[src/rtl/mem_bus_arbiter.sv]
// Shares one SRAM-like memory bus between the fetch port and the load/store port.
// Each transfer runs an address phase (addr_ok) and then a data phase (data_ok).
module mem_bus_arbiter #(
    parameter int ADDR_W = 32,
    parameter int DATA_W = 32
) (
    input  logic                clk,
    input  logic                rst,
    input  logic                inst_req,
    input  logic [ADDR_W-1:0]   inst_addr,
    output logic [DATA_W-1:0]   inst_rdata,
    output logic                inst_done,
    input  logic                data_req,
    input  logic                data_wr,
    input  logic [DATA_W/8-1:0] data_wstrb,
    input  logic [ADDR_W-1:0]   data_addr,
    input  logic [DATA_W-1:0]   data_wdata,
    output logic [DATA_W-1:0]   data_rdata,
    output logic                data_done,
    output logic                bus_req,
    output logic                bus_wr,
    output logic [DATA_W/8-1:0] bus_wstrb,
    output logic [ADDR_W-1:0]   bus_addr,
    output logic [DATA_W-1:0]   bus_wdata,
    input  logic                bus_addr_ok,
    input  logic                bus_data_ok,
    input  logic [DATA_W-1:0]   bus_rdata,
    output logic                stallreq_inst,
    output logic                stallreq_data
);
    localparam int STRB_W = DATA_W / 8;

    typedef enum logic [1:0] {IDLE, ADDR, DATA} state_t;
    typedef enum logic {OWN_INST, OWN_DATA} owner_t;

    state_t              state_q, state_d;
    owner_t              owner_q, owner_d;
    logic                bus_req_q, bus_req_d;
    logic                bus_wr_q, bus_wr_d;
    logic [STRB_W-1:0]   bus_wstrb_q, bus_wstrb_d;
    logic [ADDR_W-1:0]   bus_addr_q, bus_addr_d;
    logic [DATA_W-1:0]   bus_wdata_q, bus_wdata_d;
    logic [DATA_W-1:0]   inst_rdata_q, inst_rdata_d;
    logic                inst_done_q, inst_done_d;
    logic [DATA_W-1:0]   data_rdata_q, data_rdata_d;
    logic                data_done_q, data_done_d;
    logic                complete;

    always_ff @(posedge clk) begin
        if (rst) begin
            state_q      <= IDLE;
            owner_q      <= OWN_INST;
            bus_req_q    <= 1'b0;
            bus_wr_q     <= 1'b0;
            bus_wstrb_q  <= '0;
            bus_addr_q   <= '0;
            bus_wdata_q  <= '0;
            inst_rdata_q <= '0;
            inst_done_q  <= 1'b0;
            data_rdata_q <= '0;
            data_done_q  <= 1'b0;
        end else begin
            state_q      <= state_d;
            owner_q      <= owner_d;
            bus_req_q    <= bus_req_d;
            bus_wr_q     <= bus_wr_d;
            bus_wstrb_q  <= bus_wstrb_d;
            bus_addr_q   <= bus_addr_d;
            bus_wdata_q  <= bus_wdata_d;
            inst_rdata_q <= inst_rdata_d;
            inst_done_q  <= inst_done_d;
            data_rdata_q <= data_rdata_d;
            data_done_q  <= data_done_d;
        end
    end

    always_comb begin
        state_d      = state_q;
        owner_d      = owner_q;
        bus_req_d    = bus_req_q;
        bus_wr_d     = bus_wr_q;
        bus_wstrb_d  = bus_wstrb_q;
        bus_addr_d   = bus_addr_q;
        bus_wdata_d  = bus_wdata_q;
        inst_rdata_d = inst_rdata_q;
        inst_done_d  = 1'b0;
        data_rdata_d = data_rdata_q;
        data_done_d  = 1'b0;
        complete     = 1'b0;

        unique case (state_q)
            IDLE: begin
                // A port pulsing done still holds its request; mask it so it is not re-granted.
                if (data_req && !data_done_q) begin
                    owner_d     = OWN_DATA;
                    bus_req_d   = 1'b1;
                    bus_wr_d    = data_wr;
                    bus_wstrb_d = data_wr ? data_wstrb : '0;
                    bus_addr_d  = data_addr;
                    bus_wdata_d = data_wdata;
                    state_d     = ADDR;
                end else if (inst_req && !inst_done_q) begin
                    owner_d     = OWN_INST;
                    bus_req_d   = 1'b1;
                    bus_wr_d    = 1'b0;
                    bus_wstrb_d = '0;
                    bus_addr_d  = inst_addr;
                    bus_wdata_d = '0;
                    state_d     = ADDR;
                end
            end
            ADDR: begin
                if (bus_addr_ok) begin
                    bus_req_d = 1'b0;
                    if (bus_data_ok) begin
                        complete = 1'b1;
                        state_d  = IDLE;
                    end else begin
                        state_d  = DATA;
                    end
                end
            end
            DATA: begin
                if (bus_data_ok) begin
                    complete = 1'b1;
                    state_d  = IDLE;
                end
            end
            default: state_d = IDLE;
        endcase

        if (complete) begin
            if (owner_q == OWN_DATA) begin
                data_done_d  = 1'b1;
                data_rdata_d = bus_rdata;
            end else begin
                inst_done_d  = 1'b1;
                inst_rdata_d = bus_rdata;
            end
        end
    end

    assign bus_req       = bus_req_q;
    assign bus_wr        = bus_wr_q;
    assign bus_wstrb     = bus_wstrb_q;
    assign bus_addr      = bus_addr_q;
    assign bus_wdata     = bus_wdata_q;
    assign inst_rdata    = inst_rdata_q;
    assign inst_done     = inst_done_q;
    assign data_rdata    = data_rdata_q;
    assign data_done     = data_done_q;
    assign stallreq_inst = inst_req & ~inst_done_q;
    assign stallreq_data = data_req & ~data_done_q;

endmodule
[config.mk]
export PLATFORM = sky130hd
export DESIGN_NAME = mem_bus_arbiter
export DESIGN_NICKNAME = d
export VERILOG_FILES = /design/src/rtl/mem_bus_arbiter.sv
export SDC_FILE = /design/constraint.sdc
export NUM_CORES = 1
export LEC_CHECK = 0
export BUFFER_PORTS_ARGS = -buffer_cell sky130_fd_sc_hd__buf_2
export CAP_MARGIN = 10
export CORE_MARGIN = 2
export CORE_UTILIZATION = 35
export DETAILED_ROUTE_END_ITERATION = 10
export PLACE_DENSITY_LB_ADDON = 0.2
export SETUP_SLACK_MARGIN = 0.1
export SYNTH_ARGS = -nofsm -noshare
export SYNTH_HDL_FRONTEND = slang
export SYNTH_SLANG_ARGS = --single-unit
[constraint.sdc]
create_clock -name clk -period 4.53 [get_ports clk]
set_input_delay 0.906 -clock clk [delete_from_list [all_inputs] [get_ports clk]]
set_output_delay 0.906 -clock clk [all_outputs]
set_load 0.005 [all_outputs]
==> qor.yml, run 1 <==
setup_path:
  path_class: "primary input to flop"
  critical_path_required_ns: 4.87
  critPathSlowestCell: "inv_4"
  cpPeakStageDelay_ns: 0.73
  cp_max_fo: 92
  crit_arrival_ns: 2.83
  path_cells: "buf_2, inv_4, buf_4, nand2_1, mux2i_1"
  crit_path_start_kind: "primary input"
  end_kind: "flop"
placed_design:
  hpwl_um: 10400
  dpl_worst_slack_ns: 1.28
  placedCellCount: 949
  place_congestion: 0.735
  port_buffers: 276
cells_and_area:
  drive_gt1_share_pct: 41.1
  area_delta_synth_final_pct: 37.5
  multiInputGateArea_mm2: 0.00225
  num_antenna_cells: 0
  stdcell_count: 982
  seq_area_mm2: 0.00278
  utilization_pct: 49.2
  n_fill_cell: 1428
  nNetsFinal: 923
routing:
  wl_um: 14800
  drc: 0
  drt_iter0_markers: 210
  vias: 4794
  avgRoutedWirePerCell_um: 15.1
  drt-vias-per-instance: 4.88
  postRouteAntennaNets: 0
  maxUsedRoutingLayer: "met4"
  wl_met3_um: 1250
  routedLengthMet1_um: 6060
  wl_met2_um: 7330
  drtPass1Iterations: 4
yosys:
  synth_fp_nets: 664
  avgSynthCellArea_um2: 10.4
  syn-cell-area_mm2: 0.00542
  ys_ff_latch: 139
  synth_area_leader_cell: "dfxtp_1"
  synth_edf_count: 0
  synth_area_leaders: "dfxtp_1, mux2i_1, nand2_1"
  syn_inst: 522
  synth.distinct_cells: 37
  yosysTopAreaCellShare_pct: 51.4
  ys.flop_type: "dfxtp_1"
  ys_async_sr_fraction_pct: 0
  ys_seq_area_share_pct: 51.4
  yosys_warnings: 0
grt:
  grt_pass1_vias: 4702
  grt-ovfl-total: 0
  grt_max_degree: 93
  antenna_found_initial: 0
  grt_pass1_wl_um: 23100
  grt_usage_pct: 17.8
cts:
  root_buffer: "clkbuf_16"
  clock_latency_ns: 0.42
  hold_buffers: 0
  cts_buffer_depth: 2
  postCtsSetupBuffers: 0
  htreeDepth: 4
  tritoncts: "built"
  cts_buffers: 17
  cts_resized: 0
  cts_sinks: 139
  clkTransAtPathRegs_ns: 0.06
pwr:
  peakVddDrop_uv: 232
  power.static_leakage_uw: 0.00371
  power_density_mw_per_mm2: 418
die:
  die_w_um: 128
  core_area_mm2: 0.0151
  die-area_mm2: 0.0165
  initial_core_util_pct: 35.8
  die_h_um: 128
  io_pins: 277
  rows: 45
timing:
  clock_skew_ns: 0.00531
  worst_slack_ns: 2.04
  post-route-min-period_ns: 2.49
  slew_violations: 0
  worst_slew_pin_slew_ns: 0.882
  setup_viol: 0
  slew_headroom_pct: 41.2
  hold_viol: 0
  period_share_pct: 55.0
  fmax_ghz: 0.401
  fin_setup_tns_ns: 0
  rsz0062_at_grt: "false"
outcome:
  status: "completed"
flow_run:
  maxCapViolations: 0
hold_path:
  min_path_type: "flop to flop"
[through the flow]
stage          area [um^2]  hold slack, ns  power, uW
6_report              7450           0.451       3120
5_1_grt               7450           0.474       3250
4_1_cts               7430           0.455       3160
3_5_place_dp          6840           0.447       1760
3_3_place_gp          6840           0.439       1750
2_1_floorplan         5420           0.451       1580
[routing by layer]
| layer | vias to the layer above | track usage, % |
|---|---|---|
| met5 | - | 0 |
| met4 | 0 | 5.62 |
| met3 | 14 | 6.57 |
| met2 | 172 | 30.9 |
| met1 | 2243 | 20.3 |
| li1 | 2365 | - |
[registers in the layout (all words and copies together) (netlist names)]
| name | count |
|---|---|
| bus_wstrb | 4 |
| inst_done | 1 |
| bus_req | 1 |
| state_q | 2 |
| bus_wdata | 32 |
| owner_q | 1 |
| data_done | 1 |
| bus_addr | 32 |
| data_rdata | 32 |
| bus_wr | 1 |
| inst_rdata | 32 |
[cells in the final DEF (no fill, tap or decap), types with 2 or more instances in the layout]
cell type | netlist | layout
nor2b_1 | 3 | 3
nor4_1 | 2 | 2
o32ai_1 | 32 | 32
clkinv_4 | 0 | 2
buf_2 | 15 | 276
a21oi_2 | 2 | 2
clkinv_2 | 0 | 3
nand3_1 | 4 | 4
mux2i_1 | 96 | 96
bufinv_16 | 0 | 2
o21ai_0 | 5 | 5
nand2_1 | 103 | 103
clkbuf_8 | 0 | 2
dfxtp_1 | 139 | 139
buf_4 | 4 | 6
clkinvlp_4 | 0 | 3
a32o_1 | 33 | 33
ha_1 | 3 | 3
inv_1 | 37 | 36
clkbuf_16 | 0 | 17
inv_6 | 0 | 3
[path summary, 6_finish.rpt]
kind,start,end,slack [ns],cells after the start
setup / recovery,rst,inst_rdata[27]$_SDFFE_PP0P_,2.04,5
hold / removal,inst_rdata[0]$_SDFFE_PP0P_,inst_rdata[0]$_SDFFE_PP0P_,0.45,2
setup reg to reg,state_q[1]$_SDFFE_PP0P_,data_rdata[30]$_SDFFE_PP0P_,2.54,6
hold reg to reg,inst_rdata[0]$_SDFFE_PP0P_,inst_rdata[0]$_SDFFE_PP0P_,0.45,2
[cell families (layout without fill, tap and decap cells)]
group,after synthesis,after routing,synth area share [%]
DFF,139,139,51.4
and+or+nand+nor,122,122,9.45
muxes,96,96,17.7
AOI/OAI and AO/OA,81,81,13.5
buffers and inverters,81,353,7.27
adders and majority gates,3,3,0.693
[cell usage after synthesis (2+ instances only)]
library cell,n
clkbuf_1,17
nand3_1,4
nand2b_1,2
o32ai_1,32
buf_2,15
a32o_1,33
inv_1,37
buf_12,3
buf_4,4
nand2_1,103
o21ai_0,5
ha_1,3
dfxtp_1,139
mux2i_1,96
nor2b_1,3
nor4_1,2
a21oi_2,2
buf_1,3
[cell type report]
cell class | count | share of cell area (%)
Clock inverter | 13 | 1.90
Sequential cell | 139 | 37.4
Timing Repair Buffer | 283 | 19.4
Tap cell | 188 | 3.16
Multi-Input combinational cell | 302 | 30.2
Clock buffer | 19 | 6.08
Inverter | 38 | 1.95
[power by group]
| part | internal (uW) | switching [uW] | total (uW) |
|---|---|---|---|
| sequential | 1300 | 39.1 | 1340 |
| clock | 843 | 539 | 1380 |
| combinational | 181 | 216 | 397 |
[critical path, delay by kind of cell]
| kind | cells | cell delay [ns] |
|---|---|---|
| AND/OR/NAND/NOR | 1 | 0.13 |
| buffers and inverters | 3 | 1.58 |
| multiplexers | 1 | 0.16 |
No activity file was read; power rests on OpenSTA's default activity.
==> run 2: changes to the inputs <==
==> constraint.sdc (replaced) <==
create_clock -name clk -period 2.3 [get_ports clk]
set_input_delay 0.46 -clock clk [delete_from_list [all_inputs] [get_ports clk]]
set_output_delay 0.46 -clock clk [all_outputs]
set_load 0.005 [all_outputs]
==> qor.yml, run 2 (same netlist as run 1, synthesis figures left out) <==
pwr:
  power.static_leakage_uw: 0.00373  # was 0.00371 uW
  peakVddDrop_uv: 455  # was 232 uV
  power_density_mw_per_mm2: 796  # was 418 mW/mm^2
  power_uw: 5960  # was 3120 uW
die:
  die_w_um: 128  # unchanged
  initial_core_util_pct: 35.8  # unchanged
  rows: 45  # unchanged
  die-area_mm2: 0.0165  # unchanged
  io_pins: 277  # unchanged
  core_area_mm2: 0.0151  # unchanged
  die_h_um: 128  # unchanged
cells_and_area:
  n_fill_cell: 1431  # was 1428
  area_delta_synth_final_pct: 38.2  # was 37.5%
  utilization_pct: 49.4  # was 49.2%
  drive_gt1_share_pct: 41.1  # about the same
  layout_common_cells: "buf_2, dfxtp_1, nand2_1"  # unchanged
  final_common_cell: "buf_2"  # unchanged
  nNetsFinal: 930  # was 923
grt:
  grt_pass1_vias: 4850  # was 4702
  grt-ovfl-total: 0  # unchanged
  grt_pass1_wl_um: 23300  # was 23100 um
  grt_usage_pct: 17.9  # was 17.8%
  antenna_found_initial: 1  # was 0
  grt_max_degree: 39  # was 93
routing:
  wl_um: 14900  # was 14800 um
  drc: 0  # unchanged
  vias: 4852  # was 4794
  postRouteAntennaNets: 0  # unchanged
  drt_iter0_markers: 190  # was 210
  drt-vias-per-instance: 4.90  # was 4.88
  drtPass1Iterations: 4  # unchanged
  avgRoutedWirePerCell_um: 15.1  # about the same
setup_path:
  path_cells: "inv_1, ha_1, a21oi_2, or3b_2, buf_4, mux2i_1"  # was buf_2, inv_4, buf_4, nand2_1, mux2i_1
  crit_arrival_ns: 2.31  # was 2.83 ns
  path_class: "flop to flop"  # was primary input to flop
  critical_path_required_ns: 2.63  # was 4.87 ns
  end_kind: "flop"  # unchanged
  cp_max_fo: 33  # was 92
  critPathSlowestCell: "buf_4"  # was inv_4
  cpPeakStageDelay_ns: 0.48  # was 0.73 ns
  r2r_cells: 6  # unchanged
  crit_path_start_kind: "flop"  # was primary input
placed_design:
  dpl_worst_slack_ns: 0.350  # was 1.28 ns
  place_congestion: 0.752  # was 0.735
  hpwl_um: 10800  # was 10400 um
  port_buffers: 276  # unchanged
timing:
  hold_viol: 0  # unchanged
  worst_slack_ns: 0.322  # was 2.04 ns
  worst_slew_pin_slew_ns: 0.586  # was 0.882 ns
  rsz0062_at_grt: "false"  # unchanged
  slew_violations: 0  # unchanged
  slew_headroom_pct: 60.9  # was 41.2%
  fmax_ghz: 0.506
  period_share_pct: 86.0
  fin_setup_tns_ns: 0  # unchanged
  clock_skew_ns: 0.00599  # was 0.00531 ns
  post-route-min-period_ns: 1.98
  setup_viol: 0  # unchanged
  timing.hold.ws_ns: 0.253  # was 0.451 ns
cts:
  cts_buffer_depth: 2  # unchanged
  postCtsSetupBuffers: 0  # unchanged
  clock_latency_ns: 0.41  # was 0.42 ns
  cts_sinks: 139  # unchanged
  tritoncts: "built"  # unchanged
  cts_resized: 0  # unchanged
  clkTransAtPathRegs_ns: 0.06  # about the same
  root_buffer: "clkbuf_16"  # unchanged
  cts_buffers: 17  # unchanged
  hold_buffers: 0  # unchanged
  htreeDepth: 4  # unchanged
outcome:
  status: "completed"  # unchanged
hold_path:
  whs_path_depth: 2  # unchanged
  min_path_type: "primary input to flop"  # was flop to flop
flow_run:
  maxCapViolations: 0  # unchanged
[run 2: changes by cell type in the layout (fill, tap and decap cells not counted), sizes merged]
cell    change
diode       +1
inv         -2
buf         +7
bufinv      -1
clkbuf      +3
[run 2: routing by layer]
metal	vias to the layer above	track usage, %	routed length [um]
met1	2250	19.7	6050
li1	2389	-	-
met3	22	6.20	1230
met5	-	0	0
met2	191	31.5	7340
met4	0	7.37	287
[run 2: where the power goes]
part | total (uW) | switching [uW] | internal [uW]
combinational | 797 | 429 | 368
clock | 2530 | 1020 | 1510
sequential | 2630 | 74.4 | 2560
total | 5960 | 1520 | 4440
[run 2: final timing paths]
kind                                             startpoint                          end  slack (ns)
worst max-delay path                state_q[1]$_SDFFE_PP0P_   data_rdata[6]$_SDFFE_PP0P_        0.32
worst max register to register      state_q[1]$_SDFFE_PP0P_   data_rdata[6]$_SDFFE_PP0P_        0.32
worst min register to register  data_rdata[11]$_SDFFE_PP0P_  data_rdata[11]$_SDFFE_PP0P_        0.45
worst min-delay path                         data_wdata[10]   bus_wdata[10]$_SDFFE_PP0P_        0.25
[run 2: worst max-delay path, delay by kind of cell (launching register included)]
| kind | cells | cell delay (ns) |
|---|---|---|
| fa+ha+maj | 1 | 0.24 |
| compound gates | 1 | 0.26 |
| mux | 1 | 0.27 |
| simple gates | 1 | 0.17 |
| flops | 1 | 0.36 |
| buf+inv | 2 | 0.56 |
[run 2: area by class of cell]
class | count | area [um^2] | area share (%)
Antenna cell | 1 | 2.50 | 0.0334
Tap cell | 188 | 235 | 3.14
Timing Repair Buffer | 290 | 1520 | 20.4
Multi-Input combinational cell | 302 | 2250 | 30.0
Inverter | 38 | 145 | 1.94
Sequential cell | 139 | 2780 | 37.2
Clock inverter | 10 | 93.8 | 1.25
Clock buffer | 22 | 454 | 6.07
[run 2: stage by stage]
step | cell area [um^2] | std cells
floorplan | 5420 | 522
global placement | 6940 | 957
detailed placement | 6940 | 957
CTS | 7480 | 989
global route | 7490 | 990
finish | 7490 | 990
==> run 3: changes to the inputs <==
--- a/config.mk
+++ b/config.mk
@@ -7,6 +7,7 @@
 export LEC_CHECK = 0
 export BUFFER_PORTS_ARGS = -buffer_cell sky130_fd_sc_hd__buf_2
 export CAP_MARGIN = 10
+export CORE_ASPECT_RATIO = 0.5
 export CORE_MARGIN = 2
 export CORE_UTILIZATION = 35
 export DETAILED_ROUTE_END_ITERATION = 10
==> qor.yml, run 3 (same netlist as run 1, synthesis figures left out) <==
outcome:
  status: "finished, violations left"  # was completed
  failed_checks: "DRC"
cells_and_area:
  layout_common_cells: "buf_2, dfxtp_1, nand2_1"  # unchanged
  utilization_pct: 49.4  # about the same
  multiInputGateArea_mm2: 0.00226  # was 0.00225 mm^2
  drive_gt1_share_pct: 41.4  # was 41.1%
  final_common_cell: "buf_2"  # unchanged
  n_fill_cell: 1469  # was 1431
  area_delta_synth_final_pct: 39.0  # was 38.2%
  nNetsFinal: 929  # was 930
  seq_area_mm2: 0.00278  # unchanged
placed_design:
  place_congestion: 0.783  # was 0.752
  port_buffers: 276  # unchanged
  dpl_worst_slack_ns: 0.449  # was 0.350 ns
  hpwl_um: 10500  # was 10800 um
setup_path:
  r2r_cells: 6  # unchanged
  path_class: "flop to flop"  # unchanged
  cp_max_fo: 25  # was 33
  critPathSlowestCell: "or3b_2"  # was buf_4
  end_kind: "flop"  # unchanged
  rr_endpoint: "data_rdata[7]$_SDFFE_PP0P_"  # was data_rdata[6]$_SDFFE_PP0P_
  cpPeakStageDelay_ns: 0.47  # was 0.48 ns
  path_cells: "inv_1, ha_1, nand2_1, or3b_2, buf_4, mux2i_1"  # was inv_1, ha_1, a21oi_2, or3b_2, buf_4, mux2i_1
  startpoint: "state_q[0]$_SDFFE_PP0P_"  # was state_q[1]$_SDFFE_PP0P_
  r2r-start: "state_q[0]$_SDFFE_PP0P_"  # was state_q[1]$_SDFFE_PP0P_
  crit_arrival_ns: 2.13  # was 2.31 ns
  critical_path_required_ns: 2.58  # was 2.63 ns
  rrSetupSlack_ns: 0.45  # was 0.32 ns
  crit_path_start_kind: "flop"  # unchanged
die:
  core_area_mm2: 0.0153  # was 0.0151 mm^2
  die_h_um: 92.0  # was 128 um
  io_pins: 277  # unchanged
  die_w_um: 180  # was 128 um
  initial_core_util_pct: 35.5  # was 35.8%
  die-area_mm2: 0.0166  # was 0.0165 mm^2
  rows: 32  # was 45
timing:
  rsz0062_at_grt: "false"  # unchanged
  slew_headroom_pct: 66.9  # was 60.9%
  fin_setup_tns_ns: 0  # unchanged
  clock_skew_ns: 0.0102  # was 0.00599 ns
  worst_slack_ns: 0.448  # was 0.322 ns
  period_share_pct: 80.5  # was 86.0%
  slew_violations: 0  # unchanged
  worst_slew_pin_slew_ns: 0.496  # was 0.586 ns
  post-route-min-period_ns: 1.85  # was 1.98 ns
  fmax_ghz: 0.540  # was 0.506 GHz
  hold_viol: 0  # unchanged
  setup_viol: 0  # unchanged
pwr:
  power_density_mw_per_mm2: 810  # was 796 mW/mm^2
  peakVddDrop_uv: 553  # was 455 uV
  power_uw: 6100  # was 5960 uW
  power.static_leakage_uw: 0.00374  # was 0.00373 uW
routing:
  wl_um: 14800  # was 14900 um
  postRouteAntennaNets: 0  # unchanged
  drc: 2  # was 0
  avgRoutedWirePerCell_um: 14.7  # was 15.1 um
  vias: 4789  # was 4852
  drt_iter0_markers: 242  # was 190
  drt-vias-per-instance: 4.77  # was 4.90
  drtPass1Iterations: 9  # was 4
cts:
  clock_latency_ns: 0.41  # about the same
  cts_resized: 0  # unchanged
  root_buffer: "clkbuf_16"  # unchanged
  postCtsSetupBuffers: 0  # unchanged
  cts_buffer_depth: 2  # unchanged
  hold_buffers: 0  # unchanged
  cts_buffers: 17  # unchanged
  cts_sinks: 139  # unchanged
  htreeDepth: 4  # unchanged
  tritoncts: "built"  # unchanged
  clkTransAtPathRegs_ns: 0.06  # about the same
hold_path:
  min_to: "bus_wdata[22]$_SDFFE_PP0P_"  # was bus_wdata[10]$_SDFFE_PP0P_
  whs_path_depth: 2  # unchanged
  min_from: "data_wdata[22]"  # was data_wdata[10]
  min_path_type: "primary input to flop"  # unchanged
grt:
  grt-ovfl-total: 0  # unchanged
  antenna_found_initial: 1  # unchanged
  grt_pass1_wl_um: 23200  # was 23300 um
  grt_pass1_vias: 4619  # was 4850
  grt_usage_pct: 17.5  # was 17.9%
  grt_max_degree: 63  # was 39
flow_run:
  maxCapViolations: 0  # unchanged
## run 3: through the flow
stage | hold slack [ns] | cell area (um^2) | instances
floorplan | 0.451 | 5420 | 522
global placement | 0.442 | 6960 | 972
detailed placement | 0.445 | 6960 | 972
CTS | 0.239 | 7530 | 1003
global route | 0.241 | 7530 | 1003
finish | 0.257 | 7530 | 1004
## run 3: worst max-delay path by stage
stage / end / slack (ns) / depth (start not counted)
after floorplan: data_rdata[10]$_SDFFE_PP0P_ / 0.72 / 7
after global placement: data_rdata[6]$_SDFFE_PP0P_ / 0.50 / 6
after detailed placement: data_rdata[6]$_SDFFE_PP0P_ / 0.45 / 6
after CTS: data_rdata[27]$_SDFFE_PP0P_ / 0.44 / 6
after global routing: data_rdata[6]$_SDFFE_PP0P_ / 0.34 / 6
final: data_rdata[7]$_SDFFE_PP0P_ / 0.45 / 6
## run 3: power by group
group / total [uW] / switching (uW) / internal (uW) / leakage, uW
logic: 802 / 430 / 372 / 0.00233
clock network: 2660 / 1070 / 1590 / 0.000275
registers: 2630 / 71.7 / 2560 / 0.00113
total: 6100 / 1570 / 4520 / 0.00374
## run 3: routing by layer
metal	routed length (um)	vias to the layer above	global-route usage [%]
li1	-	2380	-
met1	6370	2245	21.2
met2	7250	147	29.5
met3	918	17	4.92
met4	231	0	6.84
met5	0	-	0
## run 3: critical path, delay by kind of cell, from the launching register on
family | cells | cell delay [ns]
AND/OR/NAND/NOR | 2 | 0.57
multiplexers | 1 | 0.17
adder cells (fa/ha/maj) | 1 | 0.27
flip-flops | 1 | 0.33
buffers and inverters | 2 | 0.36
## run 3: layout make-up
class | instances | share of cell area (%)
Tap cell | 204 | 3.39
Inverter | 38 | 1.93
Clock buffer | 17 | 5.65
Clock inverter | 14 | 1.94
Sequential cell | 139 | 36.9
Antenna cell | 1 | 0.0332
Multi-Input combinational cell | 302 | 30.0
Timing Repair Buffer | 289 | 20.1
